File: src/rtl/stage_seq_if.sv
// stage_seq_if: control inputs and phase-strobe outputs of the stage sequencer.
// Revision 1.0
`default_nettype none

interface stage_seq_if #(
    parameter int NUM_PHASES = 8,
    parameter int PHASE_W    = 3,
    parameter int CNT_W      = 16
);
    logic                  run;
    logic                  stall;
    logic                  step_mode;
    logic                  step_req;
    logic [PHASE_W-1:0]    phase;
    logic [NUM_PHASES-1:0] phase_strobe;
    logic                  fetch_en;
    logic                  decode_en;
    logic                  read_en;
    logic                  wb_en;
    logic                  cycle_done;
    logic                  busy;
    logic [CNT_W-1:0]      instr_count;

    modport master (
        output run, stall, step_mode, step_req,
        input  phase, phase_strobe, fetch_en, decode_en, read_en, wb_en,
               cycle_done, busy, instr_count
    );

    modport slave (
        input  run, stall, step_mode, step_req,
        output phase, phase_strobe, fetch_en, decode_en, read_en, wb_en,
               cycle_done, busy, instr_count
    );
endinterface

`default_nettype wire

File: src/rtl/stage_sequencer.sv
// stage_sequencer: one-hot phase strobe engine with stall, graceful stop and instruction counter.
// Optional single-step mode enabled by `define STAGE_SEQ_SINGLE_STEP_EN. Revision 1.0
`default_nettype none

module stage_sequencer #(
    parameter int NUM_PHASES   = 8,
    parameter int PHASE_W      = 3,
    parameter int CNT_W        = 16,
    parameter int FETCH_PHASE  = 0,
    parameter int DECODE_PHASE = 2,
    parameter int READ_PHASE   = 3,
    parameter int WB_PHASE     = 7
) (
    input  wire logic   clk,
    input  wire logic   reset,
    stage_seq_if.slave  bus
);
    localparam logic [1:0] c_IDLE  = 2'd0;
    localparam logic [1:0] c_RUN   = 2'd1;
    localparam logic [1:0] c_STALL = 2'd2;
    localparam logic [1:0] c_STEP  = 2'd3;

    localparam logic [PHASE_W-1:0]    c_LAST = PHASE_W'(NUM_PHASES - 1);
    localparam logic [NUM_PHASES-1:0] c_ONE  = {{(NUM_PHASES-1){1'b0}}, 1'b1};

    logic [1:0]            state_q, state_d;
    logic [1:0]            ret_q, ret_d;
    logic [PHASE_W-1:0]    phase_q, phase_d;
    logic [NUM_PHASES-1:0] strobe_q, strobe_d;
    logic                  done_q, done_d;
    logic                  busy_q, busy_d;
    logic [CNT_W-1:0]      count_q, count_d;
    logic                  w_at_last;
    logic                  w_issue;

    assign w_at_last = (phase_q == c_LAST);

    always_ff @(posedge clk or posedge reset) begin
        if (reset) begin
            state_q  <= c_IDLE;
            ret_q    <= c_RUN;
            phase_q  <= '0;
            strobe_q <= '0;
            done_q   <= 1'b0;
            busy_q   <= 1'b0;
            count_q  <= '0;
        end else begin
            state_q  <= state_d;
            ret_q    <= ret_d;
            phase_q  <= phase_d;
            strobe_q <= strobe_d;
            done_q   <= done_d;
            busy_q   <= busy_d;
            count_q  <= count_d;
        end
    end

    always_comb begin
        state_d = state_q;
        ret_d   = ret_q;
        case (state_q)
            c_IDLE: begin
`ifdef STAGE_SEQ_SINGLE_STEP_EN
                if (!bus.stall && bus.step_mode && bus.step_req) begin
                    state_d = c_STEP;
                end else if (!bus.stall && !bus.step_mode && bus.run) begin
                    state_d = c_RUN;
                end
`else
                if (!bus.stall && bus.run) begin
                    state_d = c_RUN;
                end
`endif
            end
`ifdef STAGE_SEQ_SINGLE_STEP_EN
            c_RUN, c_STEP: begin
`else
            c_RUN: begin
`endif
                if (bus.stall) begin
                    state_d = c_STALL;
                    ret_d   = state_q;
                end else if (w_at_last && (state_q == c_STEP || !bus.run)) begin
                    state_d = c_IDLE;
                end
            end
            c_STALL: begin
                // A held last phase was already retired, so release starts a new cycle or stops.
                if (!bus.stall) begin
                    if (!w_at_last) begin
                        state_d = ret_q;
                    end else if (ret_q == c_RUN && bus.run) begin
                        state_d = c_RUN;
                    end else begin
                        state_d = c_IDLE;
                    end
                end
            end
            default: state_d = c_IDLE;
        endcase
    end

    always_comb begin
        w_issue = (state_d == c_RUN) || (state_d == c_STEP);
        phase_d = phase_q;
        count_d = count_q;
        if ((state_q == c_RUN || state_q == c_STEP) && w_at_last) begin
            count_d = count_q + 1'b1;
        end
        if (state_d == c_IDLE) begin
            phase_d = '0;
        end else if (w_issue) begin
            if (state_q == c_IDLE || w_at_last) begin
                phase_d = '0;
            end else begin
                phase_d = phase_q + 1'b1;
            end
        end
        strobe_d = w_issue ? (c_ONE << phase_d) : '0;
        done_d   = w_issue && (phase_d == c_LAST);
        busy_d   = (state_d != c_IDLE);
    end

`ifndef STAGE_SEQ_SINGLE_STEP_EN
    logic w_unused_step;
    assign w_unused_step = bus.step_mode ^ bus.step_req;
`endif

    assign bus.phase        = phase_q;
    assign bus.phase_strobe = strobe_q;
    assign bus.fetch_en     = strobe_q[FETCH_PHASE];
    assign bus.decode_en    = strobe_q[DECODE_PHASE];
    assign bus.read_en      = strobe_q[READ_PHASE];
    assign bus.wb_en        = strobe_q[WB_PHASE];
    assign bus.cycle_done   = done_q;
    assign bus.busy         = busy_q;
    assign bus.instr_count  = count_q;

endmodule

`default_nettype wire

File: src/flat_wrapper.sv
// flat-port wrapper written by rule: the top's interface ports become plain ports
module stage_sequencer_flat 
#(
    parameter int NUM_PHASES   = 8,
    parameter int PHASE_W      = 3,
    parameter int CNT_W        = 16,
    parameter int FETCH_PHASE  = 0,
    parameter int DECODE_PHASE = 2,
    parameter int READ_PHASE   = 3,
    parameter int WB_PHASE     = 7
)
  (clk, reset, bus_run, bus_stall, bus_step_mode, bus_step_req, bus_phase, bus_phase_strobe, bus_fetch_en, bus_decode_en, bus_read_en, bus_wb_en, bus_cycle_done, bus_busy, bus_instr_count);
  stage_seq_if #(.NUM_PHASES(NUM_PHASES), .PHASE_W(PHASE_W), .CNT_W(CNT_W)) bus_i ();
  input  wire logic clk;
  input  wire logic reset;
  input wire logic [$bits(bus_i.run)-1:0] bus_run;
  input wire logic [$bits(bus_i.stall)-1:0] bus_stall;
  input wire logic [$bits(bus_i.step_mode)-1:0] bus_step_mode;
  input wire logic [$bits(bus_i.step_req)-1:0] bus_step_req;
  output wire logic [$bits(bus_i.phase)-1:0] bus_phase;
  output wire logic [$bits(bus_i.phase_strobe)-1:0] bus_phase_strobe;
  output wire logic [$bits(bus_i.fetch_en)-1:0] bus_fetch_en;
  output wire logic [$bits(bus_i.decode_en)-1:0] bus_decode_en;
  output wire logic [$bits(bus_i.read_en)-1:0] bus_read_en;
  output wire logic [$bits(bus_i.wb_en)-1:0] bus_wb_en;
  output wire logic [$bits(bus_i.cycle_done)-1:0] bus_cycle_done;
  output wire logic [$bits(bus_i.busy)-1:0] bus_busy;
  output wire logic [$bits(bus_i.instr_count)-1:0] bus_instr_count;
  assign bus_i.run = bus_run;
  assign bus_i.stall = bus_stall;
  assign bus_i.step_mode = bus_step_mode;
  assign bus_i.step_req = bus_step_req;
  assign bus_phase = bus_i.phase;
  assign bus_phase_strobe = bus_i.phase_strobe;
  assign bus_fetch_en = bus_i.fetch_en;
  assign bus_decode_en = bus_i.decode_en;
  assign bus_read_en = bus_i.read_en;
  assign bus_wb_en = bus_i.wb_en;
  assign bus_cycle_done = bus_i.cycle_done;
  assign bus_busy = bus_i.busy;
  assign bus_instr_count = bus_i.instr_count;
  stage_sequencer #(.NUM_PHASES(NUM_PHASES), .PHASE_W(PHASE_W), .CNT_W(CNT_W), .FETCH_PHASE(FETCH_PHASE), .DECODE_PHASE(DECODE_PHASE), .READ_PHASE(READ_PHASE), .WB_PHASE(WB_PHASE)) u_core (.clk(clk), .reset(reset), .bus(bus_i));
endmodule
File: config.mk
export PLATFORM = sky130hd
export DESIGN_NAME = stage_sequencer_flat
export DESIGN_NICKNAME = d
export VERILOG_FILES = /design/src/rtl/stage_seq_if.sv /design/src/rtl/stage_sequencer.sv /design/src/flat_wrapper.sv
export SDC_FILE = /design/constraint.sdc
export NUM_CORES = 1
export LEC_CHECK = 0
export CAP_MARGIN = 10
export CORE_MARGIN = 4
export CORE_UTILIZATION = 44
export CTS_BUF_LIST = sky130_fd_sc_hd__clkbuf_4 sky130_fd_sc_hd__clkbuf_8
export DETAILED_ROUTE_END_ITERATION = 10
export GPL_ROUTABILITY_DRIVEN = 0
export PLACE_DENSITY = 0.85
export SYNTH_ARGS = -nofsm -noshare
export SYNTH_HDL_FRONTEND = slang
export SYNTH_SLANG_ARGS = --single-unit
File: constraint.sdc
create_clock -name clk -period 1.7 [get_ports clk]
set_clock_uncertainty 0.15 [all_clocks]
set_input_delay 0.255 -clock clk [delete_from_list [all_inputs] [get_ports clk]]
set_output_delay 0.255 -clock clk [all_outputs]
set_load 0.03 [all_outputs]
Word-level counts from Yosys, hierarchy flattened:

Cells that the tools add are included.

* $add $sub $neg: 2
* equality and inequality tests: 8
* shift-type cells: 1
* muxes and demuxes: 11
* reductions and logical operators: 15

Operators by type and width (number)
* $add 16x1->16 const B: 1
* $mux 2: 5
* $mux 3: 3
* $mux 8: 1
* $shl 1x3->8 const A: 1
* $eq 2x1->1 const B: 3
* $eq 2x2->1 const B: 3
* $eq 3x3->1 const B: 2
* $pmux 2 s3: 1
* $logic_and 1x1->1: 5
* $logic_not 2->1: 2
* $logic_or 1x1->1: 4
* $add 3x1->3 const B: 1
* $logic_not 1->1: 2
* $reduce_and 2->1: 1
* $reduce_bool 2->1: 1
* $mux 1: 1

* bits in registers: 33
* bits of input ports: 6

Logic depth before layout (Yosys ltp):

Gate-level depths: netlist of run 1.

* depth in word-level cells: 12
* gate-level depth with buffers: 7
* depth with buffers taken out: 7

Worst setup path before layout of run 1:

Ideal clock, no wire load.

* kind: reg-to-reg
* start: register u_core.phase_q[0] (netlist: u_core.bus.phase[0])
* end: register u_core.count_q[15] (netlist: u_core.bus.instr_count[15])
* setup time: 0.133 ns
* arrival time: 1.802 ns
* data required time: 1.417 ns
* path slack: -0.385 ns
* stages on the path, launching flop included: 7
* path buffers: 0
* period minus slack after synthesis: 2.085 ns
* cell sequence: dfrtp_1 > ha_1 > ha_1 > nand4_1 > nor4_2 > nand4_1 > xnor2_1

* cells in the longest elaborated chain, start to end: 2

RTL lines
* start, declared: line stage_sequencer.sv:28 `logic [PHASE_W-1:0] phase_q, phase_d;`
* start signal, assigned: line stage_sequencer.sv:50 `phase_q <= phase_d;`
* $eq 3x3->1: line stage_sequencer.sv:36 `assign w_at_last = (phase_q == c_LAST);`
* $logic_and 1x1->1: line stage_sequencer.sv:107 `if ((state_q == c_RUN || state_q == c_STEP) && w_at_last) begin`
* end signal, assigned: line stage_sequencer.sv:54 `count_q <= count_d;`
* end, declared: line stage_sequencer.sv:32 `logic [CNT_W-1:0] count_q, count_d;`

Every way passes these cells.
A chain may end at the register's enable or synchronous reset.

Worst setup path after layout of run 1:

* start: register u_core.phase_q[1] (netlist: u_core.bus.phase[1])
* end: register u_core.count_q[15] (netlist: u_core.bus.instr_count[15])

Same word-level chain as after synthesis.

==> flow_metrics.py, run 1 <==
metrics = {
    "status": {
        "outcome": "finished with violations",
        "violations": "setup timing",
    },
    "global_routing": {
        "vias_in_the_first_global_route": 1107,
        "use_met3": 0.0347,
        "globalRouteOverflowTotal": 0,
        "grt_util_met1": 0.177,
        "grt_most_used_layer": "met2",
        "largest_net_degree_at_the_start_of_global_routing": 33,
        "grt_use_total": 0.160,
        "global_route.usage.met2": 0.281,
        "first_pass_grt_wire_length_um": 5130,
        "antenna_violations_before_repair": 0,
    },
    "cells_and_area": {
        "diodes": 0,
        "drive_above_1_share": 0.218,
        "layout-area-overhead-vs-synth_pct": 35.5,
        "final_net_count": 178,
        "finish.instance_area_um2": 1930,
        "number_of_standard_cells_in_the_final_layout_excluding_fillers": 214,
    },
    "timing": {
        "timing.fmax_mhz": 581,
        "timing_max_transition_violations_final": 0,
        "grt_setup_unrepaired": "true",
        "worst_pin_slew_ns": 0.347,
        "totalNegativeSetupSlack_ns": -0.0275,
        "slew-limit-headroom": 0.766,
        "hold_violations": 0,
        "fin_ws_ns": -0.0211,
        "final_period_minus_worst_setup_slack_ns": 1.72,
        "finalCritPeriodShare": 1.01,
        "setup_violations": 2,
    },
    "critical_path": {
        "timing.critical_path.fanout_max": 6,
        "reg2reg_from": "u_core.bus.phase[1]",
        "required_ns": 1.77,
        "timing_worst_setup_path_type": "flip-flop to flip-flop",
        "setup.worst_path.start": "u_core.bus.phase[1]",
        "crit_path_start_kind": "flip-flop",
        "worst_ep_arrival_time_ns": 1.79,
        "worst_setup_path_end_kind": "flip-flop",
    },
    "synthesis": {
        "synthDominantAreaCellType": "sky130_fd_sc_hd__dfrtp_1",
        "ys_async_rst_share": 1.00,
        "synth_area_leaders": "sky130_fd_sc_hd__dfrtp_1 55%, sky130_fd_sc_hd__xnor2_1 5.5%, sky130_fd_sc_hd__xor2_1 3.7%",
        "netlist_area_um2": 1420,
        "post_synth_mux_area_share": 0.00792,
        "post_synthesis_compound_gate_area_fraction": 0.0493,
        "synthAdderAreaFrac": 0.0264,
        "yosysMostFrequentCell": "sky130_fd_sc_hd__dfrtp_1",
        "synth.top_cells.by_count": "31 x sky130_fd_sc_hd__dfrtp_1, 12 x sky130_fd_sc_hd__nand2_1, 12 x sky130_fd_sc_hd__nor2_1",
        "postSynthAreaPerCell_um2": 11.5,
        "synth_largest_type_area_fraction": 0.545,
        "synth_seq_cells": 32,
        "synth_edf_count": 0,
        "synth_nets": 133,
        "simple_logic_cell_fraction_of_the_synthesized_area": 0.213,
        "ys_dominant_reg_cell": "sky130_fd_sc_hd__dfrtp_1",
        "yosys.area_share.xor_xnor": 0.0923,
        "synth_warnings": 0,
        "dominant_combinational_cell_family_by_area_after_synthesis": "simple AND/OR/NAND/NOR gates",
        "synthCells": 124,
        "synth.yosys.seq_area_share": 0.564,
        "post_synth_num_cell_types": 33,
    },
    "die": {
        "core.rowCount": 20,
        "coreArea_um2": 3080,
        "die_h_um": 64.9,
        "die_span_x_um": 64.9,
        "die_area_um2": 4210,
        "pin_count": 39,
        "initial_core_utilization": 0.462,
    },
    "pwr": {
        "worst_ir_drop_vdd_mv": 0.557,
        "final_total_pwr_mw": 1.51,
        "power.density_nw_per_um2": 784,
        "p_leak_nw": 1.04,
    },
    "placed_design": {
        "placed_cell_area_um2": 1880,
        "port_buf_inserts": 36,
        "dp_hpwl_um": 2230,
        "numPlacedInstances": 205,
    },
    "job": {
        "drv_cap": 0,
    },
    "drt": {
        "wl_per_cell_um": 13.8,
        "drt_wl_total_um": 2950,
        "dr.pass1.iters": 4,
        "via_count": 1075,
        "drc_errors": 0,
        "dr.first_iter.drc_count": 31,
        "ant_nets": 0,
        "post_drt_via_cell_ratio": 5.02,
    },
    "hold_path": {
        "hold_path.class": "primary input to async pin",
    },
    "cts": {
        "cts_inserted_buffers": 5,
        "clock_tree_from_tritoncts": "done",
        "cts_root_buffer": "sky130_fd_sc_hd__clkbuf_4",
        "clock_sinks": 32,
        "worstSkewPairLatency_ns": 0.33,
        "hold_buffers": 0,
        "htreeDepth": 2,
        "worst_setup_hold_path_clk_slew_ns": 0.10,
        "max-clock-path-buffers": 2,
    },
}
## routing by layer
metal | wire length (um) | vias to the layer above
li1 | - | 515
met1 | 1180 | 531
met2 | 1620 | 24
met3 | 101 | 5
met4 | 56 | 0
met5 | 0 | -
## repair_timing
item,4_1_cts,5_1_grt
setup endpoints to repair,42,23
setup buffers,0,1
endpoints found under the hold margin,0,0
gates resized for setup,36,9
pin swaps,1,3
## worst paths after layout
check | to | slack [ns] | cells past startpoint
min in group clk | u_core.bus.instr_count[12] | 0.33 | 1
max in group asynchronous | u_core.ret_q[0] | 1.05 | 3
hold reg to reg | u_core.bus.instr_count[12] | 0.33 | 1
setup reg to reg | u_core.bus.instr_count[15] | -0.02 | 6
hold / removal | u_core.bus.instr_count[10] | 0.12 | 3
setup / recovery | u_core.bus.instr_count[15] | -0.02 | 6
## metrics by stage
step | setup WS [ns] | hold WS (ns) | utilization
after floorplan | -0.0536 | 0.220 | -
after global placement | -0.163 | 0.316 | 0.611
after global routing | -0.128 | 0.134 | 0.626
final | -0.0211 | 0.117 | 0.626
after detailed placement | -0.197 | 0.318 | 0.611
after CTS | -0.0269 | 0.111 | 0.622
## sequential cells by signal, indices dropped and copies added, names as in the netlist
signal / flops
u_core.bus.busy: 1
u_core.bus.cycle_done: 1
u_core.bus.instr_count: 16
u_core.bus.phase: 3
u_core.bus.phase_strobe: 7
u_core.ret_q: 2
u_core.state_q: 2
## placed cells by master (no fill, tap or decap), types with 2 or more instances in the layout
| cell | Yosys | layout |
|---|---|---|
| sky130_fd_sc_hd__xnor2_1 | 9 | 9 |
| sky130_fd_sc_hd__ha_4 | 0 | 2 |
| sky130_fd_sc_hd__clkinv_2 | 0 | 2 |
| sky130_fd_sc_hd__nand4_1 | 7 | 7 |
| sky130_fd_sc_hd__a21oi_1 | 2 | 2 |
| sky130_fd_sc_hd__xor2_1 | 6 | 6 |
| sky130_fd_sc_hd__nand2b_1 | 3 | 3 |
| sky130_fd_sc_hd__nor3_2 | 3 | 2 |
| sky130_fd_sc_hd__clkdlybuf4s50_1 | 0 | 3 |
| sky130_fd_sc_hd__nand3b_1 | 2 | 2 |
| sky130_fd_sc_hd__dfrtp_2 | 0 | 2 |
| sky130_fd_sc_hd__nand2_1 | 12 | 12 |
| sky130_fd_sc_hd__clkbuf_4 | 0 | 5 |
| sky130_fd_sc_hd__inv_1 | 5 | 4 |
| sky130_fd_sc_hd__nor2_1 | 12 | 12 |
| sky130_fd_sc_hd__buf_4 | 5 | 7 |
| sky130_fd_sc_hd__clkbuf_2 | 0 | 2 |
| sky130_fd_sc_hd__dfrtp_1 | 31 | 29 |
| sky130_fd_sc_hd__nand3_1 | 2 | 2 |
| sky130_fd_sc_hd__dlygate4sd2_1 | 0 | 30 |
## power by group
| group | internal [mW] | leakage, nW | switching [mW] | total (mW) |
|---|---|---|---|---|
| Combinational | 0.101 | 0.564 | 0.147 | 0.249 |
| Clock | 0.197 | 0.0380 | 0.255 | 0.451 |
| Sequential | 0.788 | 0.435 | 0.0231 | 0.811 |
| Total | 1.09 | 1.04 | 0.425 | 1.51 |
## worst max-delay path, cell delays in order (launching register included)
cell	delay [ns]
sky130_fd_sc_hd__dfrtp_2	0.41
sky130_fd_sc_hd__ha_4	0.15
sky130_fd_sc_hd__ha_4	0.16
sky130_fd_sc_hd__nand4_1	0.18
sky130_fd_sc_hd__nor4_4	0.25
sky130_fd_sc_hd__nand4_1	0.16
sky130_fd_sc_hd__xnor2_1	0.14
## area by class of cell
type,instances,area (um^2)
clock buffers,6,51.3
clock inverters,2,10.0
multi-input cells,81,603
fillers,250,1150
repair buffers,44,385
inverters,5,18.8
flip-flops and latches,32,805
well taps,44,55.1
## cell families (layout without fill, tap and decap cells)
logic type / after synthesis / in the layout
simple gates: 52 / 52
flops: 32 / 32
xor+xnor: 15 / 15
buf+inv: 11 / 57
compound gates: 10 / 10
fa+ha+maj: 3 / 3
mux: 1 / 1
No activity file was read; power rests on OpenSTA's default activity.
==> run 2: changes to the inputs <==
--- a/config.mk
+++ b/config.mk
@@ -12,6 +12,7 @@
 export DETAILED_ROUTE_END_ITERATION = 10
 export GPL_ROUTABILITY_DRIVEN = 0
 export PLACE_DENSITY = 0.85
+export SLEW_MARGIN = 20
 export SYNTH_ARGS = -nofsm -noshare
 export SYNTH_HDL_FRONTEND = slang
 export SYNTH_SLANG_ARGS = --single-unit
==> results of run 2 <==
Final layout, timing and power as in run 1 (identical DEF).
==> patch (settings of run 1) <==
Make the reset (`reset`) synchronous in one clocked block.
--- a/src/rtl/stage_sequencer.sv
+++ b/src/rtl/stage_sequencer.sv
@@ -35,7 +35,7 @@
 
     assign w_at_last = (phase_q == c_LAST);
 
-    always_ff @(posedge clk or posedge reset) begin
+    always_ff @(posedge clk) begin
         if (reset) begin
             state_q  <= c_IDLE;
             ret_q    <= c_RUN;
Function: differs if reset is asserted again (counterexample within 4 cycles, from zero or initial values and one cycle with reset high); with reset held inactive, the same outputs for 10 cycles.
==> patch against run 1 <==
The flow still finishes with violations (negative setup slack); cell area increased by 10%; sequential share of layout area decreased by 10 points; worst setup slack got worse by 0.16 ns; count of clock-buffer cells in the layout grew 1; sequential cell count rose by 1; core utilization is 6.4 points higher; wire length is 25% higher; final cell count grew 20%; synthesized area is 0.26% higher; non-clock buffer count is 16 higher; hold slack gained 0.18 ns.
Power is not compared: it rests on default switching activity, and its combinational part moved more than twofold at a synthesized area within 25%.
==> patch: results (changes against run 1) <==
* Status: complete, but fails checks (unchanged)
* Failing checks: negative setup slack (unchanged)
* Most used DFF post-synth: dfxtp_1 (was dfrtp_1)
* Register area share after synthesis at 0.463 (was 0.564)
* Average wire per standard cell at 14.3 microns (was 13.8 microns)
* Cells after DPL at 248 (was 205)
* Overall routing resource usage at 0.189 (was 0.160)
* Cell variety after synth at 39 (was 33)
* Xor/xnor share of the synthesized area at 0.0614 (was 0.0923)
* Post-place setup slack at -0.376 ns (was -0.197 ns)
* Reg-to-reg endpoint: u_core.bus.phase_strobe[7] (was u_core.bus.instr_count[15])
* Worst reg2reg path depth at 6 (unchanged)
* Initial DRC Count at 46 (was 31)
* Hold/Removal Path Class: flop to flop (was primary input to asynchronous set/reset pin)
* Fraction of synthesized area in multiplexers at 0.00789 (was 0.00792)
* Vias at 1352 (was 1075)
* Setup ws final at -0.177 ns (was -0.0211 ns)
* Dominant cells by area after synthesis: dfxtp_1 46%, nor2_1 4.7%, xor2_1 3.7%, or3_1 3.1%, a21oi_1 2.8% (was dfrtp_1 55%, xnor2_1 5.5%, xor2_1 3.7%, nand2_1 3.2%, nor2_1 3.2%)
* Worst Hold Depth at 1
* Reg2Reg Launch Point: u_core.bus.phase[1] (unchanged)
* Routed WL at 3690 microns (was 2950 microns)
* Power Total at 1.39 mW
* Final setup fails at 17 (was 2)
* Post-Syn Instances at 155 (was 124)
* Asr flop ratio synth at 0 (was 1.00)
* Synth Area in Compound Gates at 0.0965 (was 0.0493)
* TNS Setup at -1.83 ns (was -0.0275 ns)
* Post-cts resize count at 46 (was 36)
* Max Fanout on Critical Path at 5 (was 6)
* Crit path largest cell delay at 0.54 ns (was 0.41 ns)
* Max FFs per register at 16 (unchanged)
* Post-synthesis adder-cell area fraction at 0.0263 (was 0.0264)
* Layout cell share with drive strength beyond 1 at 0.277 (was 0.218)
* First-pass GRT wire length at 6290 microns (was 5130 microns)
patch: cell count changes in the layout (fill, tap and decap cells not counted), moves of 3 or more:
cell,delta
nor2_1,+5
dfxtp_1,+30
xnor2_1,-7
a21oi_1,+6
nor4_1,+3
buf_4,+15
or3_1,+6
nand2_1,-4
nand4_1,-3
o21ai_0,+4
nor3_1,+3
dfrtp_1,-29
nand3_1,+3
patch: area by class of cell:
type | instances | area [sq um]
fillers | 242 | 952
inverters | 4 | 15.0
clock buffers | 7 | 65.1
clock inverters | 1 | 5.00
multi-input cells | 108 | 808
well taps | 44 | 55.1
flip-flops and latches | 33 | 669
repair buffers | 60 | 508
patch: critical path: cells and delay by family, from the launching register on:
kind / cells / cell delay [ns]
AO/OA/AOI/OAI: 1 / 0.09
AND/OR/NAND/NOR: 3 / 0.86
adder cells (fa/ha/maj): 2 / 0.32
flip-flops: 1 / 0.36
patch: metal layers:
metal	GRT usage	wire, microns
met3	0.0607	243
met5	0	0
met2	0.336	1880
met1	0.214	1490
met4	0.0580	74
